<file path="src/rtl/oto_pilot_pkg.sv">
// Parameter defaults and the channel-index width helper for the oto_pilot
// PWM actuator block.
package oto_pilot_pkg;

  localparam int NUM_CH_DEF  = 3;
  localparam int DUTY_W_DEF  = 8;
  localparam int PRESC_W_DEF = 8;
  localparam int SLEW_DEF    = 4;

  // A single-channel build still needs a one-bit channel field.
  function automatic int ch_idx_w(input int num_ch);
    return (num_ch > 1) ? $clog2(num_ch) : 1;
  endfunction

endpackage

</file>
<file path="src/rtl/oto_pilot_pwm_if.sv">
// Command port of the oto_pilot PWM block: one channel/duty update per transfer.
interface oto_pilot_pwm_if #(
  parameter int CH_W   = 2,
  parameter int DUTY_W = 8
);

  // A command transfers on each rising clock edge where cmd_valid and cmd_ready
  // are both high; the master holds cmd_ch/cmd_duty stable while it waits.
  logic              cmd_valid;
  logic              cmd_ready;
  logic [CH_W-1:0]   cmd_ch;
  logic [DUTY_W-1:0] cmd_duty;

  modport master (output cmd_valid, output cmd_ch, output cmd_duty, input cmd_ready);
  modport slave  (input cmd_valid, input cmd_ch, input cmd_duty, output cmd_ready);

endinterface

</file>
<file path="src/rtl/oto_pilot_pwm_ch.sv">
// One PWM actuator channel: target/current duty, slew limiting at period
// boundaries and the registered compare output.
module oto_pilot_pwm_ch
  import oto_pilot_pkg::*;
#(
  parameter int DUTY_W = DUTY_W_DEF,
  parameter int SLEW   = SLEW_DEF
) (
  input  logic              clock,
  input  logic              reset,
  input  logic              enable_i,
  input  logic              period_end_i,
  input  logic              load_i,
  input  logic [DUTY_W-1:0] duty_i,
  input  logic [DUTY_W-1:0] period_cnt_i,
  output logic              pwm_o
);

  localparam logic [DUTY_W:0] SLEW_X = (DUTY_W + 1)'(SLEW);

  logic [DUTY_W-1:0] target_q, target_d;
  logic [DUTY_W-1:0] current_q, current_d;
  logic [DUTY_W-1:0] diff;
  logic              pwm_q, pwm_d;

  always_comb begin
    target_d  = load_i ? duty_i : target_q;
    current_d = current_q;
    diff      = '0;
    // A freshly loaded target already steers the step taken at this boundary.
    if (period_end_i) begin
      if (target_d > current_q) begin
        diff      = target_d - current_q;
        current_d = ({1'b0, diff} > SLEW_X) ? current_q + SLEW_X[DUTY_W-1:0] : target_d;
      end else if (target_d < current_q) begin
        diff      = current_q - target_d;
        current_d = ({1'b0, diff} > SLEW_X) ? current_q - SLEW_X[DUTY_W-1:0] : target_d;
      end
    end
    pwm_d = enable_i && (period_cnt_i < current_q);
  end

  always_ff @(posedge clock or negedge reset) begin
    if (!reset) begin
      target_q  <= '0;
      current_q <= '0;
      pwm_q     <= 1'b0;
    end else begin
      target_q  <= target_d;
      current_q <= current_d;
      pwm_q     <= pwm_d;
    end
  end

  assign pwm_o = pwm_q;

endmodule

</file>
<file path="src/rtl/oto_pilot_pwm.sv">
// Multi-channel slew-limited PWM actuator driver: shared prescaler, period
// counter and one-entry command slot feeding NUM_CH channel instances.
module oto_pilot_pwm
  import oto_pilot_pkg::*;
#(
  parameter int NUM_CH  = NUM_CH_DEF,
  parameter int DUTY_W  = DUTY_W_DEF,
  parameter int PRESC_W = PRESC_W_DEF,
  parameter int SLEW    = SLEW_DEF
) (
  input  logic               clock,
  input  logic               reset,
  input  logic               enable,
  input  logic [PRESC_W-1:0] prescale,
  oto_pilot_pwm_if.slave     cmd,
  output logic [NUM_CH-1:0]  pwm_out,
  output logic [NUM_CH-1:0]  pwm_oeb,
  output logic               err
);

  localparam int CH_W = ch_idx_w(NUM_CH);
  // Period spans 2^DUTY_W-1 steps so an all-ones duty reads as fully on.
  localparam logic [DUTY_W-1:0] PER_LAST = {{(DUTY_W-1){1'b1}}, 1'b0};

  logic               en_q, live_q;
  logic [PRESC_W-1:0] presc_cnt_q, presc_cnt_d;
  logic [PRESC_W-1:0] prescale_q, prescale_d, presc_lim;
  logic [DUTY_W-1:0]  period_cnt_q, period_cnt_d;
  logic               pending_q, pending_d;
  logic [CH_W-1:0]    pend_ch_q, pend_ch_d;
  logic [DUTY_W-1:0]  pend_duty_q, pend_duty_d;
  logic               err_q, err_d;
  logic [NUM_CH-1:0]  oeb_q;
  logic               ready, rise, tick, period_end, accept, apply, in_range;

  assign ready         = live_q && !pending_q;
  assign cmd.cmd_ready = ready;

  always_comb begin
    rise       = enable && !en_q;
    // On the enable edge the fresh prescale value governs the very first step.
    presc_lim  = rise ? prescale : prescale_q;
    tick       = enable && (presc_cnt_q == presc_lim);
    period_end = tick && (period_cnt_q == PER_LAST);
    accept     = cmd.cmd_valid && ready;
    apply      = period_end && pending_q;
    in_range   = (int'(pend_ch_q) < NUM_CH);

    presc_cnt_d  = '0;
    period_cnt_d = '0;
    if (enable) begin
      presc_cnt_d = tick ? '0 : presc_cnt_q + PRESC_W'(1);
      if (period_end)  period_cnt_d = '0;
      else if (tick)   period_cnt_d = period_cnt_q + DUTY_W'(1);
      else             period_cnt_d = period_cnt_q;
    end
    prescale_d = (rise || period_end) ? prescale : prescale_q;

    pending_d   = pending_q;
    pend_ch_d   = pend_ch_q;
    pend_duty_d = pend_duty_q;
    // ready is low while pending, so apply and accept never coincide.
    if (apply) begin
      pending_d = 1'b0;
    end else if (accept) begin
      pending_d   = 1'b1;
      pend_ch_d   = cmd.cmd_ch;
      pend_duty_d = cmd.cmd_duty;
    end
    err_d = err_q || (apply && !in_range);
  end

  always_ff @(posedge clock or negedge reset) begin
    if (!reset) begin
      en_q         <= 1'b0;
      live_q       <= 1'b0;
      presc_cnt_q  <= '0;
      prescale_q   <= '0;
      period_cnt_q <= '0;
      pending_q    <= 1'b0;
      pend_ch_q    <= '0;
      pend_duty_q  <= '0;
      err_q        <= 1'b0;
      oeb_q        <= '1;
    end else begin
      en_q         <= enable;
      live_q       <= 1'b1;
      presc_cnt_q  <= presc_cnt_d;
      prescale_q   <= prescale_d;
      period_cnt_q <= period_cnt_d;
      pending_q    <= pending_d;
      pend_ch_q    <= pend_ch_d;
      pend_duty_q  <= pend_duty_d;
      err_q        <= err_d;
      oeb_q        <= {NUM_CH{!enable}};
    end
  end

  for (genvar i = 0; i < NUM_CH; i++) begin : g_ch
    oto_pilot_pwm_ch #(
      .DUTY_W (DUTY_W),
      .SLEW   (SLEW)
    ) u_ch (
      .clock        (clock),
      .reset        (reset),
      .enable_i     (enable),
      .period_end_i (period_end),
      .load_i       (apply && in_range && (pend_ch_q == CH_W'(i))),
      .duty_i       (pend_duty_q),
      .period_cnt_i (period_cnt_q),
      .pwm_o        (pwm_out[i])
    );
  end

  assign pwm_oeb = oeb_q;
  assign err     = err_q;

endmodule

</file>
<file path="src/flat_wrapper.sv">
// flat-port wrapper written by rule: the top's interface ports become plain ports
module oto_pilot_pwm_flat import oto_pilot_pkg::*;
#(
  parameter int NUM_CH  = NUM_CH_DEF,
  parameter int DUTY_W  = DUTY_W_DEF,
  parameter int PRESC_W = PRESC_W_DEF,
  parameter int SLEW    = SLEW_DEF
)
  (clock, reset, enable, prescale, pwm_out, pwm_oeb, err, cmd_cmd_valid, cmd_cmd_ch, cmd_cmd_duty, cmd_cmd_ready);
  oto_pilot_pwm_if #(.CH_W((ch_idx_w(NUM_CH))), .DUTY_W(DUTY_W)) cmd_i ();
  input  logic clock;
  input  logic reset;
  input  logic enable;
  input  logic [PRESC_W-1:0] prescale;
  output logic [NUM_CH-1:0] pwm_out;
  output logic [NUM_CH-1:0] pwm_oeb;
  output logic err;
  input wire logic [$bits(cmd_i.cmd_valid)-1:0] cmd_cmd_valid;
  input wire logic [$bits(cmd_i.cmd_ch)-1:0] cmd_cmd_ch;
  input wire logic [$bits(cmd_i.cmd_duty)-1:0] cmd_cmd_duty;
  output wire logic [$bits(cmd_i.cmd_ready)-1:0] cmd_cmd_ready;
  assign cmd_i.cmd_valid = cmd_cmd_valid;
  assign cmd_i.cmd_ch = cmd_cmd_ch;
  assign cmd_i.cmd_duty = cmd_cmd_duty;
  assign cmd_cmd_ready = cmd_i.cmd_ready;
  oto_pilot_pwm #(.NUM_CH(NUM_CH), .DUTY_W(DUTY_W), .PRESC_W(PRESC_W), .SLEW(SLEW)) u_core (.clock(clock), .reset(reset), .enable(enable), .prescale(prescale), .cmd(cmd_i), .pwm_out(pwm_out), .pwm_oeb(pwm_oeb), .err(err));
endmodule
</file>
<file path="config.mk">
export PLATFORM = sky130hd
export DESIGN_NAME = oto_pilot_pwm_flat
export DESIGN_NICKNAME = d
export VERILOG_FILES = /design/src/rtl/oto_pilot_pkg.sv /design/src/rtl/oto_pilot_pwm_if.sv /design/src/rtl/oto_pilot_pwm_ch.sv /design/src/rtl/oto_pilot_pwm.sv /design/src/flat_wrapper.sv
export SDC_FILE = /design/constraint.sdc
export NUM_CORES = 1
export LEC_CHECK = 0
export CAP_MARGIN = 15
export CORE_MARGIN = 4
export CORE_UTILIZATION = 50
export DETAILED_ROUTE_END_ITERATION = 10
export GPL_ROUTABILITY_DRIVEN = 0
export HOLD_SLACK_MARGIN = 0.12
export PLACE_DENSITY = 0.71
export SYNTH_ARGS = -nofsm -noshare
export SYNTH_HDL_FRONTEND = slang
export SYNTH_SLANG_ARGS = --single-unit
export TNS_END_PERCENT = 1
</file>
<file path="constraint.sdc">
create_clock -name clock -period 5.8 [get_ports clock]
set_clock_uncertainty 0.15 [all_clocks]
set_input_delay 1.16 -clock clock [delete_from_list [all_inputs] [get_ports clock]]
set_output_delay 1.16 -clock clock [all_outputs]
set_load 0.03 [all_outputs]
</file>
==> insert_results.sql <==
INSERT INTO impl_metrics (metric_group, metric, value, unit) VALUES
('grt', 'antenna_found_initial', '0', ''),
('grt', 'grt_first_pass_wirelength', '33700', 'µm'),
('sta', 'final.period_utilization', '0.950', ''),
('clocking', 'cts_htree_levels', '3', ''),
('min_path', 'hold-path-cell-count', '1', ''),
('synthesis', 'yosys-top-cells-area', 'sky130_fd_sc_hd__dfrtp_1 29%, sky130_fd_sc_hd__ha_1 9.3%, sky130_fd_sc_hd__mux2_2 5.1%', ''),
('power_and_ir_drop', 'peakVddDrop', '310', 'µV'),
('clocking', 'worst_skew_pair.late_latency', '0.34', 'ns'),
('synthesis', 'netlist_instances', '878', ''),
('worst_setup_path', 'r2r_cells', '20', ''),
('worst_setup_path', 'cp.arrival', '5.59', 'ns'),
('synthesis', 'yosys.area.top_type_share', '0.290', ''),
('floorplanning', 'dieHeight', '132', 'µm'),
('grt', 'number_of_global_route_vias_before_repair', '6692', ''),
('detailed_routing', 'routed-via-count', '6853', ''),
('floorplanning', 'die_w', '132', 'µm'),
('floorplanning', 'start_util', '0.507', ''),
('power_and_ir_drop', 'fin_total_pwr', '1300', 'µW'),
('worst_setup_path', 'end_kind', 'register', ''),
('synthesis', 'synth.yosys.seq_area_share', '0.293', ''),
('floorplanning', 'fp.dieArea', '17400', 'µm²'),
('sta', 'worst_slew_margin_rel', '0.477', ''),
('sta', 'grt_setup_unrepaired', 'true', ''),
('power_and_ir_drop', 'power-per-cell-area', '146', 'nW/µm²'),
('detailed_routing', 'postRouteWirelength', '20200', 'µm'),
('worst_setup_path', 'reg2reg_to', 'u_core.g_ch[0].u_ch.current_q[4]$_DFFE_PN0P_', ''),
('synthesis', 'synth-seq-cells', '90', ''),
('synthesis', 'average_cell_area_after_synthesis', '8.75', 'µm²'),
('layout', 'layout.nets', '1042', ''),
('sta', 'final_ws_setup', '0.288', 'ns'),
('sta', 'timing.final.setup_violations', '0', ''),
('floorplanning', 'core_area', '15100', 'µm²'),
('detailed_routing', 'count_of_unresolved_drc_violations_after_routing', '0', ''),
('floorplanning', 'num_rows', '45', ''),
('detailed_routing', 'drt-pass1-iter-count', '5', ''),
('sta', 'hold-worst-slack', '0.331', 'ns'),
('placed_design', 'numPortBuffers', '29', ''),
('clocking', 'root_buffer', 'sky130_fd_sc_hd__clkbuf_16', ''),
('placed_design', 'placement.setup.worst_slack', '-0.143', 'ns'),
('synthesis', 'synth-edff-count', '0', ''),
('min_path', 'timing.hold.worst.class', 'reg -> reg', ''),
('detailed_routing', 'first_iter_violations', '401', ''),
('grt', 'globalRouteTotalUtil', '0.235', ''),
('worst_setup_path', 'path_max_fanout', '9', ''),
('sta', 'worst_slew_pin_slew', '0.784', 'ns'),
('clocking', 'numClockSinks', '90', ''),
('detailed_routing', 'wl_per_cell', '17.5', 'µm'),
('synthesis', 'yosys.area.top_type', 'sky130_fd_sc_hd__dfrtp_1', ''),
('synthesis', 'mappedNetlistArea', '7680', 'µm²'),
('detailed_routing', 'avgViaCountPerCell', '5.94', ''),
('synthesis', 'synth_warn', '0', ''),
('clocking', 'clk_transition_reported_paths', '0.06', 'ns'),
('synthesis', 'async_reset_ff_frac', '1.00', ''),
('worst_setup_path', 'setup.worst_path.class', 'in -> reg', ''),
('synthesis', 'synth_top_flop_cell', 'sky130_fd_sc_hd__dfrtp_1', ''),
('placed_design', 'hpwl', '15400', 'µm'),
('clocking', 'cts_inserted_buffers', '9', ''),
('sta', 'maxClockFrequency', '0.181', 'GHz'),
('synthesis', 'synthDistinctLibCells', '95', ''),
('worst_setup_path', 'r2r_setup_slack', '0.86', 'ns'),
('clocking', 'clockBufferDepth', '2', ''),
('worst_setup_path', 'crit_required', '5.87', 'ns'),
('layout', 'area_delta_synth_final', '16.4', '%'),
('sta', 'hold_violations', '0', ''),
('grt', 'gr-total-overflow', '0', ''),
('clocking', 'clock_tree_from_tritoncts', 'built', ''),
('worst_setup_path', 'setup.worst_path.start_class', 'input pin', ''),
('status', 'status', 'finished clean', ''),
('worst_setup_path', 'critical_path.reg2reg.startpoint', 'u_core.period_cnt_q[0]$_DFFE_PN0P_', ''),
('run', 'cap_viol_max_count', '0', ''),
('sta', 'timing.final.max_slew_violations', '0', ''),
('synthesis', 'post_synth_net_total', '960', ''),
('grt', 'largest_net_degree_at_the_start_of_global_routing', '63', ''),
('floorplanning', 'ios', '30', ''),
('power_and_ir_drop', 'cellLeakagePower', '0.00427', 'µW'),
('worst_setup_path', 'worstSetupStartpoint', 'prescale[3]', ''),
('sta', 'fin_crit', '5.51', 'ns'),
('detailed_routing', 'antenna_violating_nets_post_route', '0', ''),
('worst_setup_path', 'worstSetupEndpoint', 'u_core.g_ch[0].u_ch.current_q[4]$_DFFE_PN0P_', ''),
('layout', 'drive_gt1_frac', '0.187', ''),
('layout', 'antenna_diode_count', '0', '');
-- cells in the mapped netlist, types with 20 or more instances --
| library cell | number |
|---|---|
| sky130_fd_sc_hd__clkbuf_1 | 21 |
| sky130_fd_sc_hd__nand2_1 | 80 |
| sky130_fd_sc_hd__dfrtp_1 | 89 |
| sky130_fd_sc_hd__nor2_1 | 60 |
| sky130_fd_sc_hd__nand2b_1 | 20 |
| sky130_fd_sc_hd__ha_1 | 57 |
| sky130_fd_sc_hd__o21ai_0 | 42 |
| sky130_fd_sc_hd__nand3_1 | 44 |
| sky130_fd_sc_hd__a21oi_1 | 45 |
| sky130_fd_sc_hd__mux2_2 | 35 |
| sky130_fd_sc_hd__nor3_1 | 26 |
| sky130_fd_sc_hd__inv_1 | 57 |
| sky130_fd_sc_hd__xor2_1 | 22 |
-- logic make-up after synthesis --
family	share of synthesized area
buffers and inverters	0.0493
adder cells (fa/ha/maj)	0.101
AND/OR/NAND/NOR	0.231
other	0.000488
XOR/XNOR	0.0456
AO/OA/AOI/OAI	0.190
flip-flops	0.293
multiplexers	0.0896
-- registers in the layout (all words and copies together), names as in the netlist, 2 cells and up --
register                    cells
u_core.pend_duty_q              8
u_core.presc_cnt_q              8
u_core.g_ch.u_ch.pwm_o          3
u_core.pend_ch_q                2
u_core.period_cnt_q             8
u_core.prescale_q               8
u_core.g_ch.u_ch.target_q      24
u_core.g_ch.u_ch.current_q     24
-- worst max-delay path: stages --
cell                              delay, ns
sky130_fd_sc_hd__clkdlybuf4s50_1       0.44
sky130_fd_sc_hd__xor2_1                0.18
sky130_fd_sc_hd__nor4_4                0.28
sky130_fd_sc_hd__buf_4                 0.20
sky130_fd_sc_hd__mux2i_2               0.11
sky130_fd_sc_hd__o31ai_2               0.34
sky130_fd_sc_hd__nand2_1               0.14
sky130_fd_sc_hd__fa_1                  0.42
sky130_fd_sc_hd__a21o_1                0.17
sky130_fd_sc_hd__a21oi_1               0.18
sky130_fd_sc_hd__o21bai_1              0.12
sky130_fd_sc_hd__a21oi_2               0.19
sky130_fd_sc_hd__mux2i_1               0.21
sky130_fd_sc_hd__a22oi_1               0.10
sky130_fd_sc_hd__or3_1                 0.38
sky130_fd_sc_hd__a311o_1               0.33
sky130_fd_sc_hd__buf_4                 0.19
sky130_fd_sc_hd__mux2_1                0.31
sky130_fd_sc_hd__nand2_1               0.07
sky130_fd_sc_hd__nand3_1               0.07
-- report_power, final --
part	total [µW]	internal [µW]	switching, µW
sequential	650	639	11.1
combinational	86.2	38.4	47.8
clock	567	308	260
total	1300	985	319
-- through the flow --
step,TNS [ns],cell area [µm²],cells,util
floorplan,0,7680,878,-
global placement,-0.763,8610,1136,0.568
detailed placement,-1.54,8610,1136,0.568
CTS,0,8900,1152,0.587
global route,-0.0240,8940,1153,0.590
finish,0,8940,1153,0.590
-- final cells by class --
type,count,area (µm²)
Inverter,59,221
Sequential cell,90,2250
Clock buffer,10,239
Tap cell,188,235
Clock inverter,6,50.0
Timing Repair Buffer,103,856
Multi-Input combinational cell,697,5090
Fill cell,1305,6200
-- timing repair --
item / CTS / global route
hold buffers: 0 / 0
setup endpoints to repair: 0 / 19
setup buffers: 0 / 1
gates resized for setup: 0 / 8
-- worst min path at each step --
stage / from / to / slack, ns
final: u_core.err$_DFF_PN0_ / u_core.err$_DFF_PN0_ / 0.33
after detailed placement: u_core.err$_DFF_PN0_ / u_core.err$_DFF_PN0_ / 0.31
after floorplan: u_core.g_ch[2].u_ch.target_q[6]$_DFF_PN0_ / u_core.g_ch[2].u_ch.target_q[6]$_DFF_PN0_ / 0.31
after CTS: u_core.err$_DFF_PN0_ / u_core.err$_DFF_PN0_ / 0.34
after global placement: u_core.err$_DFF_PN0_ / u_core.err$_DFF_PN0_ / 0.33
after global routing: u_core.g_ch[1].u_ch.current_q[1]$_DFFE_PN0P_ / u_core.g_ch[1].u_ch.current_q[1]$_DFFE_PN0P_ / 0.37
-- routing by layer --
layer	wire length [µm]	vias to the layer above	track usage
met1	9480	3287	0.321
met2	9470	173	0.387
met5	0	-	0
li1	-	3360	-
met3	717	33	0.0248
met4	524	0	0.0875
-- placed cells by master, fill, tap and decap left out, types with 12 or more instances in the layout --
master / netlist / routed
sky130_fd_sc_hd__a21o_1: 12 / 12
sky130_fd_sc_hd__nor2_1: 60 / 59
sky130_fd_sc_hd__and3_1: 15 / 15
sky130_fd_sc_hd__a21oi_1: 45 / 41
sky130_fd_sc_hd__inv_1: 57 / 57
sky130_fd_sc_hd__buf_4: 7 / 74
sky130_fd_sc_hd__ha_1: 57 / 57
sky130_fd_sc_hd__xnor2_1: 18 / 18
sky130_fd_sc_hd__nand2_1: 80 / 80
sky130_fd_sc_hd__dfrtp_1: 89 / 89
sky130_fd_sc_hd__nor3_1: 26 / 26
sky130_fd_sc_hd__mux2_2: 35 / 35
sky130_fd_sc_hd__clkdlybuf4s50_1: 0 / 28
sky130_fd_sc_hd__mux2i_1: 13 / 13
sky130_fd_sc_hd__nand2b_1: 20 / 19
sky130_fd_sc_hd__nor2b_1: 18 / 18
sky130_fd_sc_hd__nand3_1: 44 / 44
sky130_fd_sc_hd__xor2_1: 22 / 22
sky130_fd_sc_hd__o21ai_0: 42 / 42
(Power assumes the default switching activity.)
